[src/rtl/store_datapath.sv]
// Store-side datapath: formats SB/SH/SW requests into lane-shifted words with byte
// strobes and drains them in order from a small FIFO over a req/ack handshake.
module store_datapath #(
  parameter int DEPTH = 4
) (
  input  logic        clk,
  input  logic        rst_n,
  input  logic        st_valid,
  output logic        st_ready,
  input  logic [1:0]  store_type,
  input  logic [31:0] addr,
  input  logic [31:0] wr_data,
  output logic        st_misalign,
  output logic        sb_empty,
  output logic        mem_req,
  input  logic        mem_ack,
  output logic [31:0] mem_addr,
  output logic [31:0] mem_wdata,
  output logic [3:0]  mem_wstrb
);

  localparam int PW = $clog2(DEPTH);
  localparam int CW = PW + 1;
  localparam logic [CW-1:0] FULL = CW'(DEPTH);

  logic [29:0] addr_mem [DEPTH];
  logic [31:0] data_mem [DEPTH];
  logic [3:0]  strb_mem [DEPTH];

  logic [PW-1:0] head, tail;
  logic [CW-1:0] count;

  logic        legal, accept, push, pop;
  logic [31:0] fmt_data;
  logic [3:0]  fmt_strb;

  assign st_ready = (count != FULL);
  assign sb_empty = (count == '0);
  assign mem_req  = !sb_empty;
  assign accept   = st_valid & st_ready;
  assign push     = accept & legal;
  assign pop      = mem_req & mem_ack;

  always_comb begin
    legal    = 1'b0;
    fmt_data = '0;
    fmt_strb = '0;
    case (store_type)
      2'b00: begin
        legal    = 1'b1;
        fmt_data = {4{wr_data[7:0]}};
        fmt_strb = 4'b0001 << addr[1:0];
      end
      2'b01: begin
        legal    = !addr[0];
        fmt_data = {2{wr_data[15:0]}};
        fmt_strb = addr[1] ? 4'b1100 : 4'b0011;
      end
      2'b10: begin
        legal    = (addr[1:0] == 2'b00);
        fmt_data = wr_data;
        fmt_strb = 4'b1111;
      end
      default: legal = 1'b0;
    endcase
  end

  // Payload storage carries no reset; validity is tracked solely by count.
  always_ff @(posedge clk) begin
    if (push) begin
      addr_mem[tail] <= addr[31:2];
      data_mem[tail] <= fmt_data;
      strb_mem[tail] <= fmt_strb;
    end
  end

  always_ff @(posedge clk) begin
    if (!rst_n) begin
      head        <= '0;
      tail        <= '0;
      count       <= '0;
      st_misalign <= 1'b0;
    end else begin
      st_misalign <= accept & !legal;
      if (push) tail <= tail + PW'(1);
      if (pop)  head <= head + PW'(1);
      if (push && !pop)      count <= count + CW'(1);
      else if (pop && !push) count <= count - CW'(1);
    end
  end

  assign mem_addr  = mem_req ? {addr_mem[head], 2'b00} : '0;
  assign mem_wdata = mem_req ? data_mem[head] : '0;
  assign mem_wstrb = mem_req ? strb_mem[head] : '0;

endmodule
[config.mk]
export PLATFORM = sky130hd
export DESIGN_NAME = store_datapath
export DESIGN_NICKNAME = d
export VERILOG_FILES = /design/src/rtl/store_datapath.sv
export SDC_FILE = /design/constraint.sdc
export NUM_CORES = 1
export LEC_CHECK = 0
export ABC_AREA = 0
export CAP_MARGIN = 15
export CORE_MARGIN = 10
export CORE_UTILIZATION = 50
export DETAILED_ROUTE_END_ITERATION = 12
export MAX_ROUTING_LAYER = met4
export PLACE_DENSITY_LB_ADDON = 0.12
export REMOVE_ABC_BUFFERS = 1
export SLEW_MARGIN = 10
export SYNTH_ARGS = -nofsm -noshare
export SYNTH_HDL_FRONTEND = slang
export SYNTH_SLANG_ARGS = --single-unit
[constraint.sdc]
create_clock -name clk -period 3.75 [get_ports clk]
set_input_delay 0.9375 -clock clk [delete_from_list [all_inputs] [get_ports clk]]
set_output_delay 0.9375 -clock clk [all_outputs]
set_load 0.005 [all_outputs]
* Word-level counts from Yosys, hierarchy flattened *
Memories as Yosys holds them, arrays and structs flattened. A register that Yosys moved wholly into a read port is not among the register bits.
Cells that the tools add are included.

storage, ports and cells
  memories = 3
  input port bits = 70
  bits in writable memories = 264
  output and inout port bits = 72
  logic and storage cells = 47
  register bits = 8

cells by class
  $add $sub $neg = 4
  reduce and logical (&&, ||, !) cells = 11
  bitwise logic cells = 4
  equality and inequality tests = 3
  shift operators = 1
  multiplexer cells = 17

memories
  memory    depth  bits a word  read ports  clocked after Yosys merged registers in  wr ports  line  text
  data_mem  4      32           1           1                                        1         27    logic [31:0] data_mem [DEPTH];
  addr_mem  4      30           1           1                                        1         26    logic [29:0] addr_mem [DEPTH];
  strb_mem  4      4            1           1                                        1         28    logic [3:0] strb_mem [DEPTH];

operator list
  kind                                                 count
  case mux 32 bit (3 select lines)                     1
  2-to-1 mux 32 bit                                    2
  2-to-1 mux 2 bit                                     6
  case mux 4 bit (3 select lines)                      1
  2-to-1 mux 4 bit                                     2
  2-to-1 mux 3 bit                                     2
  logical NOT 1 bit                                    5
  adder 2 x 1 -> 2 bit, second input constant          2
  bitwise AND 1 bit                                    4
  logical NOT 2 bit                                    2
  << shifter 1 x 2 -> 4 bit, first input constant      1
  adder 3 x 1 -> 3 bit, second input constant          1
  logical NOT 3 bit                                    1
  != test 3 bit, second input constant                 1
  case mux 1 bit (3 select lines)                      1
  subtractor 3 x 1 -> 3 bit, second input constant     1
  equality test 2 x 1 -> 1 bit, second input constant  1
  equality test 2 bit, second input constant           1
  logical AND 1 bit                                    2
  2-to-1 mux 1 bit                                     2
  nonzero test 2 bit                                   1

* Longest topological paths before layout *
  depth in word-level cells = 7
  mapped depth = 10
  mapped depth without buffers = 8

* Worst setup path after synthesis *
No wires, ideal clock.

  kind = input-to-reg
  start point = input port store_type[0]
  end point = memory addr_mem[0][0], enable pin
  data required time = 3.319 ns
  data arrival time = 3.167 ns
  path buffers = 2
  stages = 5
  path slack = 0.152 ns
  setup time = 0.431 ns
  cell sequence = clkbuf_1 -> a21oi_1 -> o211a_1 -> buf_2 -> and2_1

on the way
  cells in the longest elaborated chain, start to end = 5
  elaborated cells between the ends (all ways) = 7
  those cells by class = eq/ne (2); mux (3); bitwise (1); reduce/logical (1)

RTL lines
  item                                               line  text
  start, declared                                    10    input logic [1:0] store_type,
  equality test 2 bit, or another cell as far along  48    case (store_type)
  case mux 1 bit (3 select lines) *                  48
  bitwise AND 1 bit *                                41    assign push = accept & legal;
  via push                                           33    logic legal, accept, push, pop;
  2-to-1 mux 1 bit *                                 70    if (push) begin
  2-to-1 mux 1 bit (not written as such) *           71    addr_mem[tail] <= addr[31:2];
  end, declared                                      26

Mark *: on every way through the listed nets, which the timed path passes. The rest lies on a longest branch.

==> summary.md <==
| Metric | Value |
|---|---|
| Antenna diodes | 0 |
| Chip width | 168 um |
| Final nets | 791 |
| Total wire length | 23,000 um |
| 1st-iter DRT viols | 347 |
| Core area | 21,700 um2 |
| H-tree levels | 1 |
| Setup crit start kind | flop |
| Post-synth top flop | edfxtp_1 |
| Top cells by area, synth | edfxtp_1 72%, mux4_2 14%, and2_1 4.7%, dfxtp_1 1.8%, a21oi_1 0.96% |
| Mapped Area | 11,000 um2 |
| Power Dens Cells | 641 nW/um2 |
| Layout cells sized above 1 | 17.8% |
| CTS Buffer Depth | 3 |
| Clock skew | 0.0108 ns |
| Worst R2R Setup Slack | 1.26 ns |
| Layout fillers | 1,562 |
| Drt wl/cell | 22.8 um |
| Final cell count without fillers | 1,011 |
| Min-delay worst type | flop to flop |
| Cells after synthesis | 560 |
| P_leak | 4.44 nW |
| CP required | 2.81 ns |
| Worst-path cell chain | buf_4 -> mux4_2 -> and2_1 -> clkdlybuf4s50_1 |
| Number of flops mapped to enable cells by yosys | 264 |
| Slew margin rel. | 37.3% |
| GRT overflow | 0 |
| Yosys reg bits | 274 |
| Synth warnings | 0 |
| Placed cell count | 964 |
| Clock network power share | 30.8% |
| Async SR Flop Fraction | 0% |
| Sw frac | 24.7% |
| Dpl hpwl | 14,300 um |
| First-pass GRT wire length | 36,200 um |
| Top delay family on crit path | buffers and inverters |
| Skew-Pair Late Insertion Delay | 0.55 ns |
| Cts bufs inserted | 29 |
| Detailed Routing Iterations Pass 1 | 4 |
| I/O pins | 142 |
| Crit path DAT | 2.54 ns |
| Final Hold Violating Endpoints | 0 |
| Final Core Density | 62.9% |
| Initial Util | 50.5% |
| Std cell rows | 54 |
| Critical path buffer and inverter count | 2 |
| Sw Pwr | 2.16 mW |
| Antenna Violating Nets Remaining | 0 |
| Setup crit end kind | output port |
| Setup violators final | 0 |
| Reg power frac | 41.2% |
| CTS clock-pin slew for the worst setup and hold paths | 0.06 ns |
| Die height | 168 um |
| Critical Path Slowest Stage Cell | dfxtp_4 |
| Slew Limit Fails | 0 |
| DIE AREA | 28,200 um2 |
| Max VDD drop | 0.463 mV |
| Port bufs | 139 |
| Post-layout minimum cycle time | 3.48 ns |
| Distinct cell type count after synthesis | 31 |
| Delay of the slowest critical-path stage | 0.66 ns |
| Vias per cell | 5.54 |
| Gpl congestion | 0.746 |
| Status | finished clean |
| DRC viols | 0 |
| RSZ-0062 raised after global routing | no |
| Placed Area | 12,700 um2 |
| Max-Cap Viols | 0 |
| Sequential share of the synthesized area | 74.2% |
| Average cell area after synthesis | 19.6 um2 |
| Post-route cell area | 13,600 um2 |
| FF/Latch Area | 8140 um2 |
| Initial antenna violation count | 0 |
| Sum Neg Setup Slack | 0 ns |
| Largest net degree at the start of global routing | 69 |
| Clock Sinks | 274 |
| Total global-route track usage | 16.7% |
| CP Max Fanout | 30 |
| Commonest non-fill, non-tap cell in the layout | edfxtp_1 |
| Hold slack | 0.519 ns |
| Root Driver | clkbuf_16 |
| Multi-input gate area | 2640 um2 |
| Yosys top cell by area | edfxtp_1 |
| Top-area cell type share of the netlist area | 72.4% |
| Fmax | 0.287 GHz |
| Tcrit/Tclk final | 92.8% |
| Tightest Pin Transition | 0.939 ns |
| Vias | 5,604 |
| Commonest non-fill, non-tap cells in the layout | 264 x edfxtp_1, 139 x clkdlybuf4s50_1, 78 x and2_1 |
| CTS tree | built |
| Vias in the first global route | 6,321 |
| Layout Area Growth over Synthesis | 24.4% |
| Comb pwr share | 28.0% |
| P_int | 6.57 mW |
| Setup CP Type | flop to output port |
synthesized netlist by cell type (all sizes together) (3+ instances only):
cell type / count
nor2b: 11
inv: 5
nand2: 13
ha: 5
mux4: 66
clkbuf: 15
edfxtp: 264
mux2i: 4
o21ai: 18
xnor2: 3
a21oi: 21
buf: 18
a21o: 8
and2: 82
dfxtp: 10
flip-flops by register name, indices dropped and copies added, names as in the netlist, named ones only:
name / cells
tail: 2
count: 3
strb_mem: 16
addr_mem: 120
head: 2
st_misalign: 1
data_mem: 128
power by group through the flow:
stage | logic, mW | clock network [mW] | registers, mW
final | 2.45 | 2.69 | 3.60
after CTS | 2.53 | 2.75 | 3.60
after global routing | 2.67 | 2.89 | 3.61
after floorplan | 1.10 | 0 | 3.78
after detailed placement | 2.52 | 0 | 3.66
after global placement | 2.50 | 0 | 3.65
repair_timing:
| item | in CTS | in global routing |
|---|---|---|
| hold buffers | 0 | 0 |
| resized for setup | 1 | 0 |
| setup buffers | 0 | 0 |
| setup endpoints to repair | 49 | 0 |
metal layers:
metal  track usage (%)  wire length [um]
met1              21.7              9920
met2              26.8             11400
met3              3.40              1290
met4              3.94               408
met5                 -                 0
path summary, 6_finish.rpt:
check	to	startpoint	cells after the start
worst max-delay path	mem_wstrb[1]	flop	4
worst max register to register	count[2]$_SDFFE_PN0P_	count[0]$_SDFFE_PN0P_	8
worst min-delay path	tail[1]$_SDFFE_PN0P_	tail[1]$_SDFFE_PN0P_	2
worst min register to register	tail[1]$_SDFFE_PN0P_	tail[1]$_SDFFE_PN0P_	2
final cells by class:
| class | instances | area share [%] |
|---|---|---|
| clock inverter | 16 | 1.15 |
| timing repair buffer | 156 | 11.7 |
| sequential | 274 | 59.7 |
| clock buffer | 31 | 5.38 |
| tap | 280 | 2.57 |
| multi-input combinational | 249 | 19.4 |
| inverter | 5 | 0.138 |
through the flow:
step / power, mW / worst slack, ns
4_1_cts: 8.88 / 0.222
6_report: 8.74 / 0.270
2_1_floorplan: 4.88 / -0.811
5_1_grt: 9.17 / 0.168
3_5_place_dp: 6.18 / 0.176
3_3_place_gp: 6.15 / 0.424
kinds of logic (layout without fill, tap and decap cells):
family                   Yosys count  count (layout)  share of synthesized area (%)
flip-flops                       274             274                           74.2
AND/OR/NAND/NOR                  115             115                           6.21
multiplexers                      70              70                           13.9
AO/OA/AOI/OAI                     52              52                           2.71
buffers and inverters             38             208                           1.84
adder cells (fa/ha/maj)            6               6                          0.754
XOR/XNOR                           4               4                          0.320
other                              1               2                         0.0342
worst register-to-register path: cells and delay by family (launching register included):
family / cells / cell delay (ns)
AO/OA/AOI/OAI: 2 / 0.57
XOR/XNOR: 1 / 0.17
flip-flops: 1 / 0.46
AND/OR/NAND/NOR: 2 / 0.51
buffers and inverters: 1 / 0.06
adder cells (fa/ha/maj): 2 / 0.61
Power figures use the tool's default switching activity.
==> edit, RTL diff (config.mk and constraints unchanged) <==
The parameter `DEPTH` goes from 4 to 2.
--- a/src/rtl/store_datapath.sv
+++ b/src/rtl/store_datapath.sv
@@ -1,7 +1,7 @@
 // Store-side datapath: formats SB/SH/SW requests into lane-shifted words with byte
 // strobes and drains them in order from a small FIFO over a req/ack handshake.
 module store_datapath #(
-  parameter int DEPTH = 4
+  parameter int DEPTH = 2
 ) (
   input  logic        clk,
   input  logic        rst_n,
Check against the original RTL: not equivalent (a bounded check fails within 4 cycles, from zero or initial values and one cycle with rst_n low).
==> edit against the original RTL <==
  * Combinational power is 27% lower
  * Total power down 39%
  * Routed wire length down 45%
  * Cell area down 42%
  * Clock power decreased by 39%
  * Sequential cell count is 136 lower
  * Worst setup slack gained 0.18 ns
  * Die area down 42%
  * Non-clock buffer count down 8
  * Synthesized area shrank 47%
  * Register-to-register slack improved by 0.72 ns
  * Largest power group unchanged
  * Highest routed layer unchanged
==> edit: results (changes against the original RTL) <==
| Metric | Value |
|---|---|
| Status | complete, no violations (unchanged) |
| Slowest Stage Delay on Critical Path | 0.49 ns (was 0.66 ns) |
| First-pass GRT wire length | 20.0 mm (was 36.2 mm) |
| DR vias | 3570 (was 5604) |
| Total CTS buffers | 17 (was 29) |
| Register area share after synthesis | 70.5% (was 74.2%) |
| Largest net degree at the start of global routing | 67 (was 69) |
| H-tree levels | 4 (was 1) |
| IO Port Bufs | 139 (unchanged) |
| Max FO, Critical Path | 38 (was 30) |
| CP arrival | 2.36 ns (was 2.54 ns) |
| HPWL Detailed | 8.45 mm (was 14.3 mm) |
| CTS Buffer Depth | 2 (was 3) |
| Main area contributors after synthesis | edfxtp_1 68%, mux2i_1 13%, nor2_1 4.9% (was edfxtp_1 72%, mux4_2 14%, and2_1 4.7%) |
| Hold Buf Count CTS | 0 (unchanged) |
| Clk root buf | clkbuf_16 (unchanged) |
| Slowest CP cell | clkdlybuf4s50_1 (was dfxtp_4) |
| Leakage power | 0.00279 uW (was 0.00444 uW) |
| Cells after synthesis | 398 (was 560) |
| Initial antenna violation count | 0 (unchanged) |
| Drt pass-1 iters | 4 (unchanged) |
| Reg clk slew, reported paths | 0.06 ns (about the same) |
| Synth cell count leaders | 132 x edfxtp_1, 77 x mux2i_1, 76 x nor2_1 (was 264 x edfxtp_1, 82 x and2_1, 66 x mux4_2) |
| Post-cts resize count | 0 (was 1) |
| Vias in the first global route | 3859 (was 6321) |
| Metal3 WL | 857 um (was 1.29 mm) |
| Worst-Skew Late Latency | 0.41 ns (was 0.55 ns) |
| Post-Place Cells | 664 (was 964) |
| Gr usage total | 16.2% (was 16.7%) |
| Ant diodes | 0 (unchanged) |
| M1 wire length | 5.40 mm (was 9.92 mm) |
| Setup Skew | 0.00682 ns (was 0.0108 ns) |
| Largest registers | data_mem: 64 flops, addr_mem: 60 flops, strb_mem: 8 flops (was data_mem: 128 flops, addr_mem: 120 flops, strb_mem: 16 flops) |
| Placed Area | 7310 um^2 (was 12700 um^2) |
| Nets | 611 (was 791) |
| DR vias/cell | 5.13 (was 5.54) |
| Synth unique cells | 29 (was 31) |
| Gp weighted congestion | 0.806 (was 0.746) |
| Detailed-route wire length | 12.8 mm (was 23.0 mm) |
| Max Used Layer | met4 (unchanged) |
| VDD IR max | 547 uV (was 463 uV) |
| Ys flop type | edfxtp_1 (unchanged) |
| Layout cells sized above 1 | 8.14% (was 17.8%) |
| Post-synth EDFFs | 132 (was 264) |
| Worst slew margin | 58.0% (was 37.3%) |
| Min-Delay Path Class | register to register (unchanged) |
| WL met2 | 6.29 mm (was 11.4 mm) |
| Iteration-0 DRC Markers | 310 (was 347) |
| Pre-CTS setup slack | 0.541 ns (was 0.176 ns) |
==> edit: final cells by class <==
cell class                      count  area, um^2
Timing Repair Buffer              148        1510
Inverter                           12        45.0
Fill cell                         836        3470
Clock inverter                     14         155
Tap cell                          143         179
Clock buffer                       18         429
Sequential cell                   138        4090
Multi-Input combinational cell    223        1490
==> edit: critical path, delay by kind of cell, from the launching register on <==
kind / cells / cell delay (ns)
simple gates: 2 / 0.34
buf+inv: 3 / 1.25
flops: 1 / 0.34
==> edit: path summary, 6_finish.rpt <==
kind / startpoint / slack [ns] / cells after the start / endpoint
max: count[1]$_SDFFE_PN0P_ / 0.45 / 5 / mem_wdata[6]
min: tail$_SDFFE_PN0P_ / 0.52 / 2 / tail$_SDFFE_PN0P_
max reg2reg: count[0]$_SDFFE_PN0P_ / 1.98 / 6 / count[1]$_SDFFE_PN0P_
min reg2reg: tail$_SDFFE_PN0P_ / 0.52 / 2 / tail$_SDFFE_PN0P_
==> edit: cells by family (layout without fill, tap and decap cells) <==
family	after synthesis	count (layout)	share of synthesized area, %
AO/OA/AOI/OAI	43	43	4.58
XOR/XNOR	3	3	0.454
adder cells (fa/ha/maj)	1	1	0.216
buffers and inverters	38	192	4.08
flip-flops	138	138	70.5
multiplexers	77	77	13.3
other	1	2	0.0647
AND/OR/NAND/NOR	97	97	6.78
==> edit: per-layer routing <==
| metal | global-route usage (%) | vias to the layer above |
|---|---|---|
| met5 | - | - |
| met4 | 6.03 | 0 |
| met3 | 5.42 | 17 |
| met2 | 25.9 | 116 |
| met1 | 18.6 | 1718 |
| li1 | - | 1719 |
==> edit: power by group <==
group	total, uW	internal, uW	switching (uW)
Sequential	1950	1850	107
Combinational	1780	1000	784
Clock	1630	1030	595
